==> src/rtl/mul_share_if.sv <==
// Operand-request and result handshake bundle for the shared multiplier.
// valid/ready: a transfer happens on a rising edge where both are high; the producer holds its payload stable while valid is high and ready is low.
interface mul_share_if #(
    parameter int N = 8
);
    logic           req0_valid;
    logic [N-1:0]   req0_a;
    logic [N-1:0]   req0_b;
    logic           req0_ready;
    logic           req1_valid;
    logic [N-1:0]   req1_a;
    logic [N-1:0]   req1_b;
    logic           req1_ready;
    logic           res_valid;
    logic [2*N-1:0] res_q;
    logic           res_id;
    logic           res_ready;

    modport master (
        output req0_valid, req0_a, req0_b, req1_valid, req1_a, req1_b, res_ready,
        input  req0_ready, req1_ready, res_valid, res_q, res_id
    );

    modport slave (
        input  req0_valid, req0_a, req0_b, req1_valid, req1_a, req1_b, res_ready,
        output req0_ready, req1_ready, res_valid, res_q, res_id
    );
endinterface

==> src/rtl/mul_share_arbiter.sv <==
// Two-requester round-robin front end around one shift-add multiplier
// that retires one partial product per cycle.
module mul_share_arbiter #(
    parameter int N = 8
) (
    input  logic         clk,
    input  logic         rst,
    input  logic         stop,
    mul_share_if.slave   bus,
    output logic         busy,
    output logic [1:0]   dbg_state
);
    localparam int CW = (N > 1) ? $clog2(N) : 1;
    localparam int W  = 2 * N;
    localparam logic [CW-1:0] LAST = CW'(N - 1);

    typedef enum logic [1:0] {
        IDLE = 2'd0,
        CALC = 2'd1,
        DONE = 2'd2
    } state_t;

    state_t        state;
    state_t        state_nx;
    logic [N-1:0]  a_reg;
    logic [N-1:0]  b_reg;
    logic [W-1:0]  acc;
    logic [W-1:0]  pp;
    logic [W-1:0]  acc_sum;
    logic [CW-1:0] cnt;
    logic          last_bit;
    logic          last_grant;
    logic          grant_any;
    logic          grant_id;

    // Grant: a lone requester wins; on a tie the one not served last time wins.
    always_comb begin
        grant_any = 1'b0;
        grant_id  = 1'b0;
        if (state == IDLE && !stop) begin
            if (bus.req0_valid && bus.req1_valid) begin
                grant_any = 1'b1;
                grant_id  = ~last_grant;
            end else if (bus.req0_valid) begin
                grant_any = 1'b1;
                grant_id  = 1'b0;
            end else if (bus.req1_valid) begin
                grant_any = 1'b1;
                grant_id  = 1'b1;
            end
        end
    end

    assign bus.req0_ready = grant_any && !grant_id;
    assign bus.req1_ready = grant_any && grant_id;

    assign pp       = b_reg[cnt] ? ({{N{1'b0}}, a_reg} << cnt) : '0;
    assign acc_sum  = acc + pp;
    assign last_bit = (cnt == LAST);

    always_comb begin
        state_nx = state;
        case (state)
            IDLE: if (grant_any) state_nx = CALC;
            CALC: begin
                if (stop)          state_nx = IDLE;
                else if (last_bit) state_nx = DONE;
            end
            DONE: begin
                if (stop || bus.res_ready) state_nx = IDLE;
            end
            default: state_nx = IDLE;
        endcase
    end

    always_ff @(posedge clk) begin
        if (rst) state <= IDLE;
        else     state <= state_nx;
    end

    always_ff @(posedge clk) begin
        if (rst) begin
            a_reg         <= '0;
            b_reg         <= '0;
            acc           <= '0;
            cnt           <= '0;
            bus.res_valid <= 1'b0;
            bus.res_q     <= '0;
            bus.res_id    <= 1'b0;
            last_grant    <= 1'b1;
        end else begin
            case (state)
                IDLE: begin
                    if (grant_any) begin
                        a_reg      <= grant_id ? bus.req1_a : bus.req0_a;
                        b_reg      <= grant_id ? bus.req1_b : bus.req0_b;
                        acc        <= '0;
                        cnt        <= '0;
                        bus.res_id <= grant_id;
                        last_grant <= grant_id;
                    end
                end
                CALC: begin
                    if (stop) begin
                        acc <= '0;
                        cnt <= '0;
                    end else begin
                        acc <= acc_sum;
                        cnt <= cnt + CW'(1);
                        if (last_bit) begin
                            bus.res_q     <= acc_sum;
                            bus.res_valid <= 1'b1;
                        end
                    end
                end
                DONE: begin
                    // stop outranks the consumer: the result is dropped.
                    if (stop) begin
                        bus.res_valid <= 1'b0;
                        acc           <= '0;
                    end else if (bus.res_ready) begin
                        bus.res_valid <= 1'b0;
                    end
                end
                default: ;
            endcase
        end
    end

    assign busy      = (state != IDLE);
    assign dbg_state = state;
endmodule

==> src/flat_wrapper.sv <==
// flat-port wrapper written by rule: the top's interface ports become plain ports
module mul_share_arbiter_flat 
#(
    parameter int N = 8
)
  (clk, rst, stop, busy, dbg_state, bus_req0_valid, bus_req0_a, bus_req0_b, bus_req1_valid, bus_req1_a, bus_req1_b, bus_res_ready, bus_req0_ready, bus_req1_ready, bus_res_valid, bus_res_q, bus_res_id);
  mul_share_if #(.N(N)) bus_i ();
  input  logic clk;
  input  logic rst;
  input  logic stop;
  output logic busy;
  output logic [1:0] dbg_state;
  input wire logic [$bits(bus_i.req0_valid)-1:0] bus_req0_valid;
  input wire logic [$bits(bus_i.req0_a)-1:0] bus_req0_a;
  input wire logic [$bits(bus_i.req0_b)-1:0] bus_req0_b;
  input wire logic [$bits(bus_i.req1_valid)-1:0] bus_req1_valid;
  input wire logic [$bits(bus_i.req1_a)-1:0] bus_req1_a;
  input wire logic [$bits(bus_i.req1_b)-1:0] bus_req1_b;
  input wire logic [$bits(bus_i.res_ready)-1:0] bus_res_ready;
  output wire logic [$bits(bus_i.req0_ready)-1:0] bus_req0_ready;
  output wire logic [$bits(bus_i.req1_ready)-1:0] bus_req1_ready;
  output wire logic [$bits(bus_i.res_valid)-1:0] bus_res_valid;
  output wire logic [$bits(bus_i.res_q)-1:0] bus_res_q;
  output wire logic [$bits(bus_i.res_id)-1:0] bus_res_id;
  assign bus_i.req0_valid = bus_req0_valid;
  assign bus_i.req0_a = bus_req0_a;
  assign bus_i.req0_b = bus_req0_b;
  assign bus_i.req1_valid = bus_req1_valid;
  assign bus_i.req1_a = bus_req1_a;
  assign bus_i.req1_b = bus_req1_b;
  assign bus_i.res_ready = bus_res_ready;
  assign bus_req0_ready = bus_i.req0_ready;
  assign bus_req1_ready = bus_i.req1_ready;
  assign bus_res_valid = bus_i.res_valid;
  assign bus_res_q = bus_i.res_q;
  assign bus_res_id = bus_i.res_id;
  mul_share_arbiter #(.N(N)) u_core (.clk(clk), .rst(rst), .stop(stop), .bus(bus_i), .busy(busy), .dbg_state(dbg_state));
endmodule
==> config.mk <==
export PLATFORM = sky130hd
export DESIGN_NAME = mul_share_arbiter_flat
export DESIGN_NICKNAME = d
export VERILOG_FILES = /design/src/rtl/mul_share_if.sv /design/src/rtl/mul_share_arbiter.sv /design/src/flat_wrapper.sv
export SDC_FILE = /design/constraint.sdc
export NUM_CORES = 1
export LEC_CHECK = 0
export CORE_AREA = 4 4 85 87
export DETAILED_ROUTE_END_ITERATION = 8
export DIE_AREA = 0 0 89 91
export HOLD_SLACK_MARGIN = 0.1
export PLACE_DENSITY = 0.85
export SLEW_MARGIN = 20
export SYNTH_ARGS = -nofsm -noshare
export SYNTH_HDL_FRONTEND = slang
export SYNTH_SLANG_ARGS = --single-unit
==> constraint.sdc <==
create_clock -name clk -period 8.01 [get_ports clk]
set_clock_uncertainty 0.1 [all_clocks]
set_input_delay 1.602 -clock clk [delete_from_list [all_inputs] [get_ports clk]]
set_output_delay 1.602 -clock clk [all_outputs]
set_load 0.01 [all_outputs]
; ---- Word level (Yosys, flattened, before mapping)
; Index checks and enable logic that the tools add are counted.
[totals]
n_memories = 0
rom_bits = 0
word_cells = 72
mem_bits_rw = 0
latch_bits = 0
reg_bits = 56
output_inout_bits = 23
in_bits = 38
[classes]
n_addsub = 2
div = 0
bitwise = 2
n_eq_ne = 10
mux = 29
n_reduce_logical = 18
shifts = 1
mul = 0
order_cmp = 1
[op_table]
columns = cell, n
row1 = 16-bit 2-to-1 mux, 4
row2 = 16-bit case mux with 3 select lines, 1
row3 = 16-bit adder, 1
row4 = 8-bit 2-to-1 mux, 2
row5 = 8-bit by 3-bit left shift with 16-bit output, 1
row6 = 1-bit 2-to-1 mux, 12
row7 = 3-bit AND reduction, 3
row8 = 2-bit 2-to-1 mux, 4
row9 = 3-bit 2-to-1 mux, 2
row10 = "2-bit by 1-bit inequality test with 1-bit output, second input constant", 3
row11 = 2-bit case mux with 3 select lines, 1
row12 = 3-bit case mux with 2 select lines, 1
row13 = 2-bit nonzero test, 3
row14 = 1-bit logical AND, 4
row15 = "3-bit by 4-bit less-than comparator with 1-bit output, second input constant", 1
row16 = "2-bit inequality test, second input constant", 2
row17 = 2-bit AND reduction, 2
row18 = 4-bit AND reduction, 1
row19 = "3-bit by 1-bit adder with 3-bit output, second input constant", 1
row20 = 1-bit binary-select mux with 3-bit select, 1
row21 = "3-bit == test, second input constant", 1
row22 = "3-bit by 2-bit inequality test with 1-bit output, second input constant", 1
row23 = "3-bit inequality test, second input constant", 1
row24 = 3-bit nonzero test, 1
row25 = 7 further kinds, 9

; ---- Longest topological paths before layout
; Gate-level depths: netlist of the first run.
[logic_depth]
ltp_word = 6
mapped_depth = 14
mapped_depth_nobuf = 11

; ---- Worst setup path before layout of the first run
; No wires, ideal clock.
[synth_path]
kind = input to output
start = input port bus_req1_valid
end = output port bus_req1_ready
arrival_ns = 2.365
stages = 4
required_time_ns = 6.308
path_buffers = 2
setup_slack_ns = 3.943
path_cell_list = inv_1 -> a2111oi_4 -> buf_6 -> buf_12
[synth_between]
elab_chain_len = 5
elab_cells_between_ends = 9
classes_between = mux (7) / reduce/logical (2)
[synth_lines]
columns = item, line
row1 = "start, declared", flat_wrapper.sv:16  ; input wire logic [$bits(bus_i.req1_valid)-1:0] bus_req1_valid;
row2 = 1-bit 2-to-1 mux, mul_share_arbiter.sv:47  ; end else if (bus.req1_valid) begin
row3 = 1-bit 2-to-1 mux, mul_share_arbiter.sv:44  ; end else if (bus.req0_valid) begin
row4 = 1-bit 2-to-1 mux, mul_share_arbiter.sv:41  ; if (bus.req0_valid && bus.req1_valid) begin
row5 = 1-bit 2-to-1 mux, mul_share_arbiter.sv:40  ; if (state == IDLE && !stop) begin
row6 = 1-bit logical AND *, mul_share_arbiter.sv:55  ; assign bus.req1_ready = grant_any && grant_id;
row7 = "end, declared", flat_wrapper.sv:21  ; output wire logic [$bits(bus_i.req1_ready)-1:0] bus_req1_ready;
; Every way passes the cells marked *; elsewhere a longest branch is shown, timed or not.

; ---- Worst setup path after layout of the first run
[layout_path]
start = input port stop
end = output port bus_req0_ready
[layout_between]
elab_chain_len = 5
elab_cells_between_ends = 6
classes_between = mux (2) / reduce/logical (4)
[layout_lines]
columns = item, line
row1 = "start, declared", flat_wrapper.sv:10  ; input logic stop;
row2 = 1-bit logical NOT *, mul_share_arbiter.sv:40
row3 = 1-bit logical AND *, mul_share_arbiter.sv:40
row4 = 1-bit 2-to-1 mux, mul_share_arbiter.sv:40
row5 = 1-bit logical NOT, mul_share_arbiter.sv:54  ; assign bus.req0_ready = grant_any && !grant_id;
row6 = 1-bit logical AND *, mul_share_arbiter.sv:54
row7 = "end, declared", flat_wrapper.sv:20  ; output wire logic [$bits(bus_i.req0_ready)-1:0] bus_req0_ready;
; Marks and branches as above.

==> impl_metrics.prom, run 1 <==
# TYPE chip_impl_metric gauge
chip_impl_info{name="synth_area_leader_cell",value="dfxtp_1"} 1
chip_impl_metric{name="report.final.hold_viol_count",unit=""} 0
chip_impl_metric{name="hold_path_depth",unit=""} 2
chip_impl_metric{name="floorplan.die.height",unit="um"} 91
chip_impl_info{name="r2r-start",value="u_core.cnt[0]"} 1
chip_impl_metric{name="clock-sinks",unit=""} 56
chip_impl_metric{name="drt.antenna.violating_nets",unit=""} 0
chip_impl_metric{name="postSynthNetCount",unit=""} 467
chip_impl_metric{name="worst-endpoint-required",unit="ns"} 6.31
chip_impl_metric{name="comb_power_share",unit=""} 0.144
chip_impl_metric{name="vias_in_the_first_global_route",unit=""} 3094
chip_impl_metric{name="width_of_the_die",unit="um"} 89
chip_impl_metric{name="timing.max_slew.rel_slack",unit=""} 0.3227
chip_impl_metric{name="yosysWarningCount",unit=""} 0
chip_impl_metric{name="postCtsSetupRepairBufs",unit=""} 0
chip_impl_metric{name="total_number_of_vias",unit=""} 3218
chip_impl_metric{name="power_frac_seq",unit=""} 0.541
chip_impl_metric{name="multi_input_area",unit="sq mm"} 0.002162
chip_impl_metric{name="portBuffers",unit=""} 60
chip_impl_metric{name="antenna_found_initial",unit=""} 0
chip_impl_metric{name="place_congestion",unit=""} 0.9221
chip_impl_metric{name="cts_htree_levels",unit=""} 2
chip_impl_info{name="rr_endpoint",value="u_core.bus.res_q[15]"} 1
chip_impl_metric{name="finish.net_count",unit=""} 512
chip_impl_metric{name="tightest_slew",unit="ns"} 1.016
chip_impl_metric{name="netSwitchingPower",unit="uW"} 147.1
chip_impl_info{name="crit_path_start_kind",value="input pin"} 1
chip_impl_metric{name="area_growth_syn_to_layout",unit="%"} 19.14
chip_impl_metric{name="syn_area_per_cell",unit="sq um"} 8.414
chip_impl_metric{name="clockBufferDepth",unit=""} 2
chip_impl_metric{name="grt_first_pass_wirelength",unit="um"} 14260
chip_impl_metric{name="postRouteWirelength",unit="um"} 8357
chip_impl_metric{name="drc_errors",unit=""} 0
chip_impl_info{name="critical_path_endpoint_category",value="primary output"} 1
chip_impl_metric{name="pwr_density_cell",unit="mW/mm^2"} 132.4
chip_impl_metric{name="cp_data_arrival_time",unit="ns"} 4.15
chip_impl_info{name="hold_path.startpoint",value="u_core.bus.res_q[6]"} 1
chip_impl_metric{name="routed_len_inst",unit="um"} 15.65
chip_impl_metric{name="detail_route.iter0.violations",unit=""} 206
chip_impl_metric{name="dieArea",unit="sq mm"} 0.008099
chip_impl_metric{name="worst_skew_pair.late_latency",unit="ns"} 0.32
chip_impl_metric{name="initial_core_util",unit=""} 0.5446
chip_impl_info{name="cts.root.buffer_cell",value="clkbuf_8"} 1
chip_impl_info{name="holdPathEnd",value="u_core.bus.res_q[6]"} 1
chip_impl_metric{name="cp_max_fo",unit=""} 20
chip_impl_metric{name="largest_net_degree_at_the_start_of_global_routing",unit=""} 52
chip_impl_metric{name="fmax",unit="MHz"} 171.0
chip_impl_info{name="synth-main-ff-cell",value="dfxtp_1"} 1
chip_impl_metric{name="area_of_the_mapped_netlist",unit="sq mm"} 0.003458
chip_impl_metric{name="synthArstFlopShare",unit=""} 0
chip_impl_metric{name="grt-ovfl-total",unit=""} 0
chip_impl_metric{name="pins_over_slew_limit",unit=""} 0
chip_impl_info{name="hold_class",value="flip-flop to flip-flop"} 1
chip_impl_metric{name="post_synth_edffs",unit=""} 0
chip_impl_metric{name="reg2reg_depth",unit=""} 10
chip_impl_metric{name="layout_filler_cell_count",unit=""} 553
chip_impl_metric{name="design_internal_power",unit="uW"} 398.3
chip_impl_metric{name="vdd_ir_drop_max",unit="V"} 0.00009795
chip_impl_metric{name="routed_via_density",unit=""} 6.026
chip_impl_metric{name="area_occupied_by_registers",unit="sq mm"} 0.001121
chip_impl_metric{name="netlist-cell-type-count",unit=""} 59
chip_impl_metric{name="r2r_slack",unit="ns"} 4.08
chip_impl_metric{name="io_pins",unit=""} 61
chip_impl_metric{name="min_clock_period_post_route",unit="ns"} 5.848
chip_impl_info{name="reg.largest.list",value="u_core.acc (16), u_core.bus.res_q (16)"} 1
chip_impl_metric{name="floorplan.core_area",unit="sq mm"} 0.006350
chip_impl_info{name="timing.setup.critical_path_class",value="input pin to primary output"} 1
chip_impl_metric{name="portion_of_synthesized_cell_area_occupied_by_the_leading_cell_type",unit=""} 0.3242
chip_impl_metric{name="timing.final.crit_share",unit=""} 0.7301
chip_impl_metric{name="antenna_cells_inserted",unit=""} 0
chip_impl_metric{name="power.share.switching",unit=""} 0.2697
chip_impl_metric{name="cts_inserted_buffers",unit=""} 5
chip_impl_metric{name="max_cap_violations",unit=""} 0
chip_impl_metric{name="power.clock.fraction",unit=""} 0.315
chip_impl_metric{name="ctsHoldBuffers",unit=""} 0
chip_impl_metric{name="detailedRoute.firstPassIterationCount",unit=""} 5
chip_impl_metric{name="fin_tns_setup",unit="ns"} 0
chip_impl_info{name="synth.cells.most_frequent",value="56 x dfxtp_1, 56 x nand2_1, 42 x nor2_1"} 1
chip_impl_metric{name="grt_use_total",unit=""} 0.2142
chip_impl_info{name="cts_tree",value="yes"} 1
chip_impl_metric{name="detailed_place_hpwl",unit="um"} 6324
chip_impl_metric{name="netlist_instances",unit=""} 411
chip_impl_metric{name="ctsResizeCount",unit=""} 0
chip_impl_metric{name="num_rows",unit=""} 29
chip_impl_info{name="yosys-top-cells-area",value="dfxtp_1 32%, ha_1 6.2%, nand2_1 6.1%"} 1
chip_impl_metric{name="synth_seq_cells",unit=""} 56
chip_impl_metric{name="ys_seq_area_frac",unit=""} 0.3242
chip_impl_metric{name="setup_viol",unit=""} 0
chip_impl_metric{name="clkTransAtPathRegs",unit="ns"} 0.11
chip_impl_metric{name="worst_case_hold_slack",unit="ns"} 0.3599
chip_impl_metric{name="static-leakage-power",unit="uW"} 0.001535
chip_impl_metric{name="final_layout_size_suffix_gt1_frac",unit=""} 0.08972
chip_impl_info{name="grt_setup_unrepaired",value="false"} 1
chip_impl_info{name="status",value="completed"} 1
==> stage by stage <==
step,total power (uW),setup slack [ns],utilization,cells,instance area [sq um]
after floorplan,348.2,3.943,-,411,3458
after global placement,376.7,2.294,0.6331,526,4020
after detailed placement,378.9,2.197,0.6331,526,4020
after CTS,548.7,2.194,0.6489,534,4120
after global routing,568.0,2.043,0.6489,534,4120
final,545.4,2.162,0.6489,534,4120
==> power groups by stage <==
stage | clock network, uW | logic (uW) | registers, uW
detailed placement | 0 | 78.1 | 301
global route | 187 | 85.2 | 296
global placement | 0 | 76.1 | 301
CTS | 176 | 78.5 | 295
floorplan | 0 | 50.8 | 297
finish | 172 | 78.6 | 295
==> how the worst max path moves through the flow <==
stage | end | start
4_1_cts | bus_req0_ready | stop
3_5_place_dp | bus_req0_ready | stop
5_1_grt | bus_req0_ready | stop
6_report | bus_req0_ready | stop
3_3_place_gp | bus_req0_ready | stop
2_1_floorplan | bus_req1_ready | bus_req1_valid
==> logic make-up after synthesis <==
| family | share of synthesized area |
|---|---|
| DFF | 0.3242 |
| xor gates and xnor gates | 0.02533 |
| muxes | 0.06404 |
| AOI/OAI and AO/OA | 0.2818 |
| adders and majority gates | 0.06729 |
| and+or+nand+nor | 0.1867 |
| buffers and inverters | 0.05065 |
==> layer usage <==
layer	vias to the layer above	wire length, um	part of all wire	GRT usage
li1	1605	-	-	-
met1	1530	3786	0.45	0.2812
met2	66	4073	0.49	0.3583
met3	17	342	0.041	0.03439
met4	0	155	0.019	0.06452
met5	-	0	0	0
==> cell type report <==
cell class / instances / share of cell area
Clock inverter: 2 / 0.004251
Timing Repair Buffer: 61 / 0.1464
Sequential cell: 56 / 0.2721
Clock buffer: 6 / 0.02004
Inverter: 10 / 0.009110
Tap cell: 77 / 0.02338
Multi-Input combinational cell: 322 / 0.5247
==> worst max-delay path: stages <==
cell and delay (ns):
clkdlybuf4s50_1 0.62, o21bai_1 0.29, or2_1 0.54, nor2_4 0.46, clkdlybuf4s50_1 0.62
==> layout by cell type, fill, tap and decap left out, types with 9 or more instances in the layout <==
master / count
a21oi_2: 10
nand2_1: 56
clkdlybuf4s50_1: 59
mux2i_1: 12
nor3_1: 10
inv_1: 9
a22oi_1: 21
nor2_1: 42
dfxtp_1: 56
o21ai_0: 15
ha_1: 17
a21oi_1: 36
nand3_1: 9
No activity file was read; power rests on OpenSTA's default activity.
==> run 2, diff against run 1 <==
--- a/config.mk
+++ b/config.mk
@@ -5,11 +5,11 @@
 export SDC_FILE = /design/constraint.sdc
 export NUM_CORES = 1
 export LEC_CHECK = 0
-export CORE_AREA = 4 4 85 87
+export CORE_AREA = 4 4 86 88
 export DETAILED_ROUTE_END_ITERATION = 8
-export DIE_AREA = 0 0 89 91
+export DIE_AREA = 0 0 90 92
 export HOLD_SLACK_MARGIN = 0.1
-export PLACE_DENSITY = 0.85
+export PLACE_DENSITY = 0.83
 export SLEW_MARGIN = 20
 export SYNTH_ARGS = -nofsm -noshare
 export SYNTH_HDL_FRONTEND = slang
==> constraint.sdc (replaced) <==
create_clock -name clk -period 5.8 [get_ports clk]
set_clock_uncertainty 0.1 [all_clocks]
set_input_delay 1.16 -clock clk [delete_from_list [all_inputs] [get_ports clk]]
set_output_delay 1.16 -clock clk [all_outputs]
set_load 0.01 [all_outputs]
==> impl_metrics.prom, run 2 (synthesis gave the netlist of run 1 again) <==
# TYPE chip_impl_metric gauge
chip_impl_metric{name="ctsResizeCount",unit=""} 0
chip_impl_metric{name="clkTransAtPathRegs",unit="ns"} 0.11
chip_impl_info{name="dominant_cell_type_by_count_on_the_critical_path",value="clkdlybuf4s50_1"} 1
chip_impl_metric{name="clock-sinks",unit=""} 56
chip_impl_info{name="crit_slowest_cell",value="clkdlybuf4s50_1"} 1
chip_impl_info{name="critPathCapture",value="bus_req0_ready"} 1
chip_impl_metric{name="io_pins",unit=""} 61
chip_impl_metric{name="routed_via_density",unit=""} 6.022
chip_impl_metric{name="total_number_of_vias",unit=""} 3246
chip_impl_metric{name="detailedRoute.firstPassIterationCount",unit=""} 4
chip_impl_metric{name="postCtsSetupRepairBufs",unit=""} 0
chip_impl_metric{name="antenna_found_initial",unit=""} 0
chip_impl_info{name="mostFrequentLayoutCells",value="59 x clkdlybuf4s50_1, 56 x nand2_1, 56 x dfxtp_1, 42 x nor2_1, 36 x a21oi_1"} 1
chip_impl_metric{name="portBuffers",unit=""} 60
chip_impl_metric{name="min_clock_period_post_route",unit="ns"} 4.498
chip_impl_metric{name="fmax",unit="MHz"} 222.3
chip_impl_metric{name="drt.antenna.violating_nets",unit=""} 0
chip_impl_metric{name="final_layout_size_suffix_gt1_frac",unit=""} 0.09368
chip_impl_metric{name="cts_inserted_buffers",unit=""} 5
chip_impl_metric{name="reg2reg_depth",unit=""} 10
chip_impl_info{name="setup.worst_path.start",value="stop"} 1
chip_impl_metric{name="worst_skew_pair.late_latency",unit="ns"} 0.32
chip_impl_metric{name="routed_len_inst",unit="um"} 15.75
chip_impl_info{name="cts.root.buffer_cell",value="clkbuf_8"} 1
chip_impl_metric{name="tightest_slew",unit="ns"} 1.025
chip_impl_metric{name="floorplan.core_area",unit="sq mm"} 0.006644
chip_impl_metric{name="vdd_ir_drop_max",unit="V"} 0.00009581
chip_impl_metric{name="place_congestion",unit=""} 0.9421
chip_impl_info{name="crit_path_start_kind",value="input pin"} 1
chip_impl_metric{name="timing.final.crit_share",unit=""} 0.7755
chip_impl_info{name="status",value="completed"} 1
chip_impl_metric{name="critical_path.max_stage_delay",unit="ns"} 0.61
chip_impl_info{name="hold_class",value="flip-flop to flip-flop"} 1
chip_impl_metric{name="antenna_cells_inserted",unit=""} 0
chip_impl_metric{name="clockBufferDepth",unit=""} 2
chip_impl_metric{name="timing.critical_path.depth",unit=""} 5
chip_impl_metric{name="setup_viol",unit=""} 0
chip_impl_info{name="most_common_library_cell_in_the_layout_ignoring_fill_and_taps",value="clkdlybuf4s50_1"} 1
chip_impl_metric{name="report.final.hold_viol_count",unit=""} 0
chip_impl_info{name="critical_path.top_delay_family",value="buffers and inverters"} 1
chip_impl_metric{name="drc_errors",unit=""} 0
chip_impl_metric{name="area_growth_syn_to_layout",unit="%"} 19.72
chip_impl_metric{name="cts_htree_levels",unit=""} 2
chip_impl_metric{name="layout_filler_cell_count",unit=""} 577
chip_impl_info{name="reg.largest.list",value="u_core.acc (16), u_core.bus.res_q (16)"} 1
chip_impl_metric{name="pwr_density_cell",unit="mW/mm^2"} 182.2
chip_impl_metric{name="critical_path.n_buffers_inverters",unit=""} 2
chip_impl_info{name="timing.setup.critical_path_class",value="input pin to primary output"} 1
chip_impl_metric{name="postRouteWirelength",unit="um"} 8487
chip_impl_metric{name="pins_over_slew_limit",unit=""} 0
chip_impl_metric{name="dieArea",unit="sq mm"} 0.008280
chip_impl_metric{name="timing.max_slew.rel_slack",unit=""} 0.3169
chip_impl_metric{name="floorplan.die.height",unit="um"} 92
chip_impl_metric{name="finish.net_count",unit=""} 514
chip_impl_metric{name="ctsHoldBuffers",unit=""} 0
chip_impl_metric{name="r2r_slack",unit="ns"} 1.93
chip_impl_metric{name="detail_route.iter0.violations",unit=""} 135
chip_impl_metric{name="static-leakage-power",unit="uW"} 0.001542
chip_impl_info{name="cp_cell_sequence",value="clkdlybuf4s50_1, o21bai_1, or2_1, nor2_4, clkdlybuf4s50_1"} 1
chip_impl_metric{name="cp_data_arrival_time",unit="ns"} 3.24
chip_impl_info{name="critical_path_endpoint_category",value="primary output"} 1
chip_impl_info{name="cts_tree",value="yes"} 1
chip_impl_metric{name="max_cap_violations",unit=""} 0
chip_impl_metric{name="grt-ovfl-total",unit=""} 0
chip_impl_metric{name="grt_first_pass_wirelength",unit="um"} 14390
chip_impl_metric{name="fin_total_pwr",unit="uW"} 754.4
chip_impl_metric{name="num_rows",unit=""} 30
chip_impl_info{name="rr_endpoint",value="u_core.bus.res_q[15]"} 1
chip_impl_metric{name="fin_tns_setup",unit="ns"} 0
chip_impl_metric{name="cp_max_fo",unit=""} 17
chip_impl_metric{name="width_of_the_die",unit="um"} 90
chip_impl_metric{name="worst-endpoint-required",unit="ns"} 4.54
chip_impl_metric{name="final_util",unit=""} 0.6232
chip_impl_metric{name="grt_use_total",unit=""} 0.2077
chip_impl_metric{name="detailed_place_hpwl",unit="um"} 6310
chip_impl_info{name="grt_setup_unrepaired",value="false"} 1
chip_impl_metric{name="largest_net_degree_at_the_start_of_global_routing",unit=""} 52
chip_impl_metric{name="vias_in_the_first_global_route",unit=""} 3126
chip_impl_info{name="r2r-start",value="u_core.cnt[0]"} 1
chip_impl_metric{name="initial_core_util",unit=""} 0.5205
==> run 2: changes by cell type in the layout (fill, tap and decap cells not counted) <==
| cell | previous run | this run |
|---|---|---|
| inv_8 | 0 | 1 |
| buf_4 | 1 | 3 |
| inv_6 | 2 | 0 |
| clkinvlp_4 | 0 | 1 |
==> run 2: routing by layer <==
layer  part of all wire  wire length, um  vias to the layer above  track usage
met3              0.047              401                       16      0.03856
met1               0.44             3725                     1524       0.2520
met4              0.020              168                        0      0.06250
met5                  0                0                        -            0
li1                   -                -                     1602            -
met2               0.49             4191                      104       0.3727
==> run 2: final cells by class <==
type                            count  area, sq um  area share
Clock buffer                        6        82.58     0.01995
Inverter                           10        37.54    0.009066
Timing Repair Buffer               63        618.1      0.1493
Tap cell                           80        100.1     0.02418
Clock inverter                      2        18.77    0.004533
Multi-Input combinational cell    322         2162      0.5222
Sequential cell                    56         1121      0.2708
==> run 2: how the worst min path moves through the flow <==
stage,cells past startpoint,start,endpoint
6_report,2,u_core.bus.res_q[3],u_core.bus.res_q[3]
4_1_cts,2,u_core.bus.res_q[4],u_core.bus.res_q[4]
3_3_place_gp,2,u_core.bus.res_q[3],u_core.bus.res_q[3]
3_5_place_dp,2,u_core.bus.res_q[4],u_core.bus.res_q[4]
5_1_grt,2,u_core.bus.res_q[3],u_core.bus.res_q[3]
2_1_floorplan,2,u_core.acc[8],u_core.acc[8]
==> run 2: per-stage QoR <==
step | hold slack (ns) | setup slack (ns) | cell area (sq um) | instances
global placement | 0.3443 | 1.336 | 4039 | 531
global route | 0.3852 | 1.197 | 4140 | 539
detailed placement | 0.3483 | 1.299 | 4039 | 531
CTS | 0.3643 | 1.292 | 4140 | 539
finish | 0.3588 | 1.302 | 4140 | 539
floorplan | 0.3315 | 2.617 | 3458 | 411
==> run 2: power by group <==
part | total [uW] | switching (uW) | internal (uW)
clock | 238 | 138 | 100
combinational | 109 | 53.5 | 55.4
sequential | 407 | 11.8 | 395
==> run 2: worst reg2reg max path: cells and delay by family (launching register included) <==
| family | cells | cell delay (ns) |
|---|---|---|
| muxes | 1 | 0.60 |
| DFF | 1 | 0.85 |
| adders and majority gates | 1 | 0.35 |
| AOI/OAI and AO/OA | 4 | 0.82 |
| and+or+nand+nor | 4 | 1.05 |
==> run 3, diff against run 2 <==
==> constraint.sdc (replaced) <==
create_clock -name clk -period 4.15 [get_ports clk]
set_clock_uncertainty 0.1 [all_clocks]
set_input_delay 0.83 -clock clk [delete_from_list [all_inputs] [get_ports clk]]
set_output_delay 0.83 -clock clk [all_outputs]
set_load 0.01 [all_outputs]
==> impl_metrics.prom, run 3 (synthesis gave the netlist of run 1 again) <==
# TYPE chip_impl_metric gauge
chip_impl_metric{name="tightest_slew",unit="ns"} 0.5888
chip_impl_info{name="critical_path_endpoint_category",value="primary output"} 1
chip_impl_metric{name="total_number_of_vias",unit=""} 3271
chip_impl_metric{name="timing.max_slew.rel_slack",unit=""} 0.6075
chip_impl_metric{name="detail_route.iter0.violations",unit=""} 164
chip_impl_metric{name="reg2reg_depth",unit=""} 12
chip_impl_metric{name="min_clock_period_post_route",unit="ns"} 3.637
chip_impl_info{name="crit_slowest_cell",value="clkdlybuf4s50_1"} 1
chip_impl_metric{name="grtUsageMet3",unit=""} 0.04840
chip_impl_metric{name="max_cap_violations",unit=""} 0
chip_impl_metric{name="antenna_found_initial",unit=""} 0
chip_impl_metric{name="multi_input_area",unit="sq mm"} 0.002162
chip_impl_metric{name="dieArea",unit="sq mm"} 0.008280
chip_impl_info{name="status",value="completed"} 1
chip_impl_info{name="hold_class",value="flip-flop to flip-flop"} 1
chip_impl_metric{name="fmax",unit="MHz"} 275.0
chip_impl_info{name="globalRoute.busiestLayer",value="met2"} 1
chip_impl_metric{name="drt.antenna.violating_nets",unit=""} 0
chip_impl_metric{name="cp_max_fo",unit=""} 17
chip_impl_metric{name="critical_path.n_buffers_inverters",unit=""} 2
chip_impl_info{name="grt_setup_unrepaired",value="false"} 1
chip_impl_metric{name="postCtsSetupRepairBufs",unit=""} 0
chip_impl_info{name="critPathCapture",value="bus_req0_ready"} 1
chip_impl_metric{name="final_layout_size_suffix_gt1_frac",unit=""} 0.1054
chip_impl_metric{name="grt_first_pass_wirelength",unit="um"} 14610
chip_impl_metric{name="layout_filler_cell_count",unit=""} 573
chip_impl_metric{name="fin_tns_setup",unit="ns"} 0
chip_impl_metric{name="largest_net_degree_at_the_start_of_global_routing",unit=""} 51
chip_impl_metric{name="clkTransAtPathRegs",unit="ns"} 0.11
chip_impl_metric{name="cp_data_arrival_time",unit="ns"} 2.71
chip_impl_info{name="crit_path_start_kind",value="input pin"} 1
chip_impl_info{name="timing.setup.critical_path_class",value="input pin to primary output"} 1
chip_impl_metric{name="clock-sinks",unit=""} 56
chip_impl_metric{name="portBuffers",unit=""} 60
chip_impl_metric{name="report.final.hold_viol_count",unit=""} 0
chip_impl_metric{name="grt_use_total",unit=""} 0.2095
chip_impl_metric{name="cts_htree_levels",unit=""} 2
chip_impl_metric{name="critical_path.max_stage_delay",unit="ns"} 0.62
chip_impl_metric{name="cts_inserted_buffers",unit=""} 5
chip_impl_info{name="most_common_library_cell_in_the_layout_ignoring_fill_and_taps",value="clkdlybuf4s50_1"} 1
chip_impl_info{name="cp_cell_sequence",value="clkdlybuf4s50_1, o21bai_1, or2_1, nor2_4, clkdlybuf4s50_1"} 1
chip_impl_metric{name="grt_use_met2",unit=""} 0.3790
chip_impl_info{name="r2r-start",value="u_core.cnt[1]"} 1
chip_impl_metric{name="floorplan.core_area",unit="sq mm"} 0.006644
chip_impl_metric{name="io_pins",unit=""} 61
chip_impl_metric{name="place_ws",unit="ns"} 0.5224
chip_impl_metric{name="width_of_the_die",unit="um"} 90
chip_impl_info{name="critical_path.top_delay_family",value="buffers and inverters"} 1
chip_impl_metric{name="antenna_cells_inserted",unit=""} 0
chip_impl_info{name="cts_tree",value="yes"} 1
chip_impl_metric{name="postLayoutCellArea",unit="sq mm"} 0.004179
chip_impl_metric{name="vias_in_the_first_global_route",unit=""} 3273
chip_impl_metric{name="postRouteWirelength",unit="um"} 8730
chip_impl_metric{name="routed_via_density",unit=""} 6.002
chip_impl_metric{name="placed_standard_cell_area",unit="sq mm"} 0.004084
chip_impl_metric{name="worst_skew_pair.late_latency",unit="ns"} 0.32
chip_impl_metric{name="drc_errors",unit=""} 0
chip_impl_info{name="dominant_cell_type_by_count_on_the_critical_path",value="clkdlybuf4s50_1"} 1
chip_impl_metric{name="initial_core_util",unit=""} 0.5205
chip_impl_metric{name="final_util",unit=""} 0.6290
chip_impl_metric{name="clockBufferDepth",unit=""} 2
chip_impl_metric{name="place_congestion",unit=""} 0.9369
chip_impl_metric{name="area_growth_syn_to_layout",unit="%"} 20.84
chip_impl_metric{name="detailedRoute.firstPassIterationCount",unit=""} 4
chip_impl_metric{name="area_occupied_by_registers",unit="sq mm"} 0.001121
chip_impl_info{name="rr_endpoint",value="u_core.bus.res_q[12]"} 1
chip_impl_metric{name="detailed_place_hpwl",unit="um"} 6552
chip_impl_metric{name="vdd_ir_drop_max",unit="V"} 0.0001462
chip_impl_metric{name="grt.met1_usage",unit=""} 0.2400
chip_impl_metric{name="static-leakage-power",unit="uW"} 0.001571
chip_impl_metric{name="timing.final.crit_share",unit=""} 0.8764
chip_impl_metric{name="floorplan.die.height",unit="um"} 92
chip_impl_metric{name="finalWorstSetupSlack",unit="ns"} 0.5130
chip_impl_metric{name="num_rows",unit=""} 30
chip_impl_info{name="reg.largest.list",value="u_core.acc (16), u_core.bus.res_q (16)"} 1
chip_impl_info{name="cts.root.buffer_cell",value="clkbuf_8"} 1
chip_impl_metric{name="ctsResizeCount",unit=""} 0
chip_impl_metric{name="worst-endpoint-required",unit="ns"} 3.22
chip_impl_metric{name="setup_viol",unit=""} 0
chip_impl_metric{name="timing.critical_path.depth",unit=""} 5
chip_impl_metric{name="grt-ovfl-total",unit=""} 0
chip_impl_metric{name="pwr_density_cell",unit="mW/mm^2"} 249.8
chip_impl_info{name="mostFrequentLayoutCells",value="59 x clkdlybuf4s50_1, 56 x nand2_1, 56 x dfxtp_1, 42 x nor2_1, 36 x a21oi_1"} 1
chip_impl_metric{name="finish.net_count",unit=""} 520
chip_impl_metric{name="ctsHoldBuffers",unit=""} 0
chip_impl_info{name="setup.worst_path.start",value="bus_req0_valid"} 1
chip_impl_metric{name="r2r_slack",unit="ns"} 0.73
chip_impl_metric{name="pins_over_slew_limit",unit=""} 0
chip_impl_metric{name="routed_len_inst",unit="um"} 16.02
[run 3: cell count changes in the layout (fill, tap and decap cells not counted), sizes merged]
cell | previous run | this run
clkbuf | 6 | 5
clkinvlp | 1 | 0
buf | 4 | 10
clkinv | 1 | 3
[run 3: worst min-delay path by stage]
stage                             start                   to  slack [ns]  cells after the start
finish              u_core.bus.res_q[5]  u_core.bus.res_q[5]        0.36                      2
global route        u_core.bus.res_q[5]  u_core.bus.res_q[5]        0.39                      2
CTS                 u_core.bus.res_q[5]  u_core.bus.res_q[5]        0.36                      2
detailed placement  u_core.bus.res_q[5]  u_core.bus.res_q[5]        0.35                      2
global placement    u_core.bus.res_q[3]  u_core.bus.res_q[3]        0.35                      2
floorplan                 u_core.acc[8]        u_core.acc[8]        0.33                      2
[run 3: metal layers]
| metal | vias up | wire, um |
|---|---|---|
| met1 | 1552 | 3710 |
| met2 | 93 | 4396 |
| met3 | 19 | 454 |
| met4 | 0 | 168 |
| met5 | - | 0 |
| li1 | 1607 | - |
[run 3: final cells by class]
class | instances | area share
Multi-Input combinational cell | 322 | 0.5174
Tap cell | 80 | 0.02395
Sequential cell | 56 | 0.2683
Clock buffer | 5 | 0.01647
Inverter | 10 | 0.008982
Timing Repair Buffer | 69 | 0.1587
Clock inverter | 3 | 0.006287
[run 3: stage by stage]
stage | std cells | total power [uW] | hold slack (ns)
3_5_place_dp | 537 | 734.8 | 0.3475
3_3_place_gp | 537 | 731.4 | 0.3458
4_1_cts | 545 | 1051 | 0.3636
6_report | 545 | 1044 | 0.3604
2_1_floorplan | 411 | 672.1 | 0.3315
5_1_grt | 545 | 1084 | 0.3903
[run 3: where the power goes]
| group | internal (uW) | switching (uW) |
|---|---|---|
| logic | 79.2 | 78.5 |
| clock network | 124 | 196 |
| registers | 552 | 14.0 |
[run 3: worst reg2reg max path, cell delays in order, from the launching register on]
cell and delay [ns]:
dfxtp_1 0.50, buf_4 0.26, mux2i_1 0.29, mux2_2 0.21, nor2_1 0.04, a31oi_1 0.16
nor2_1 0.07, ha_1 0.35, a21o_1 0.21, a221o_1 0.44, o211ai_1 0.38, mux2i_1 0.25
nand2_1 0.06
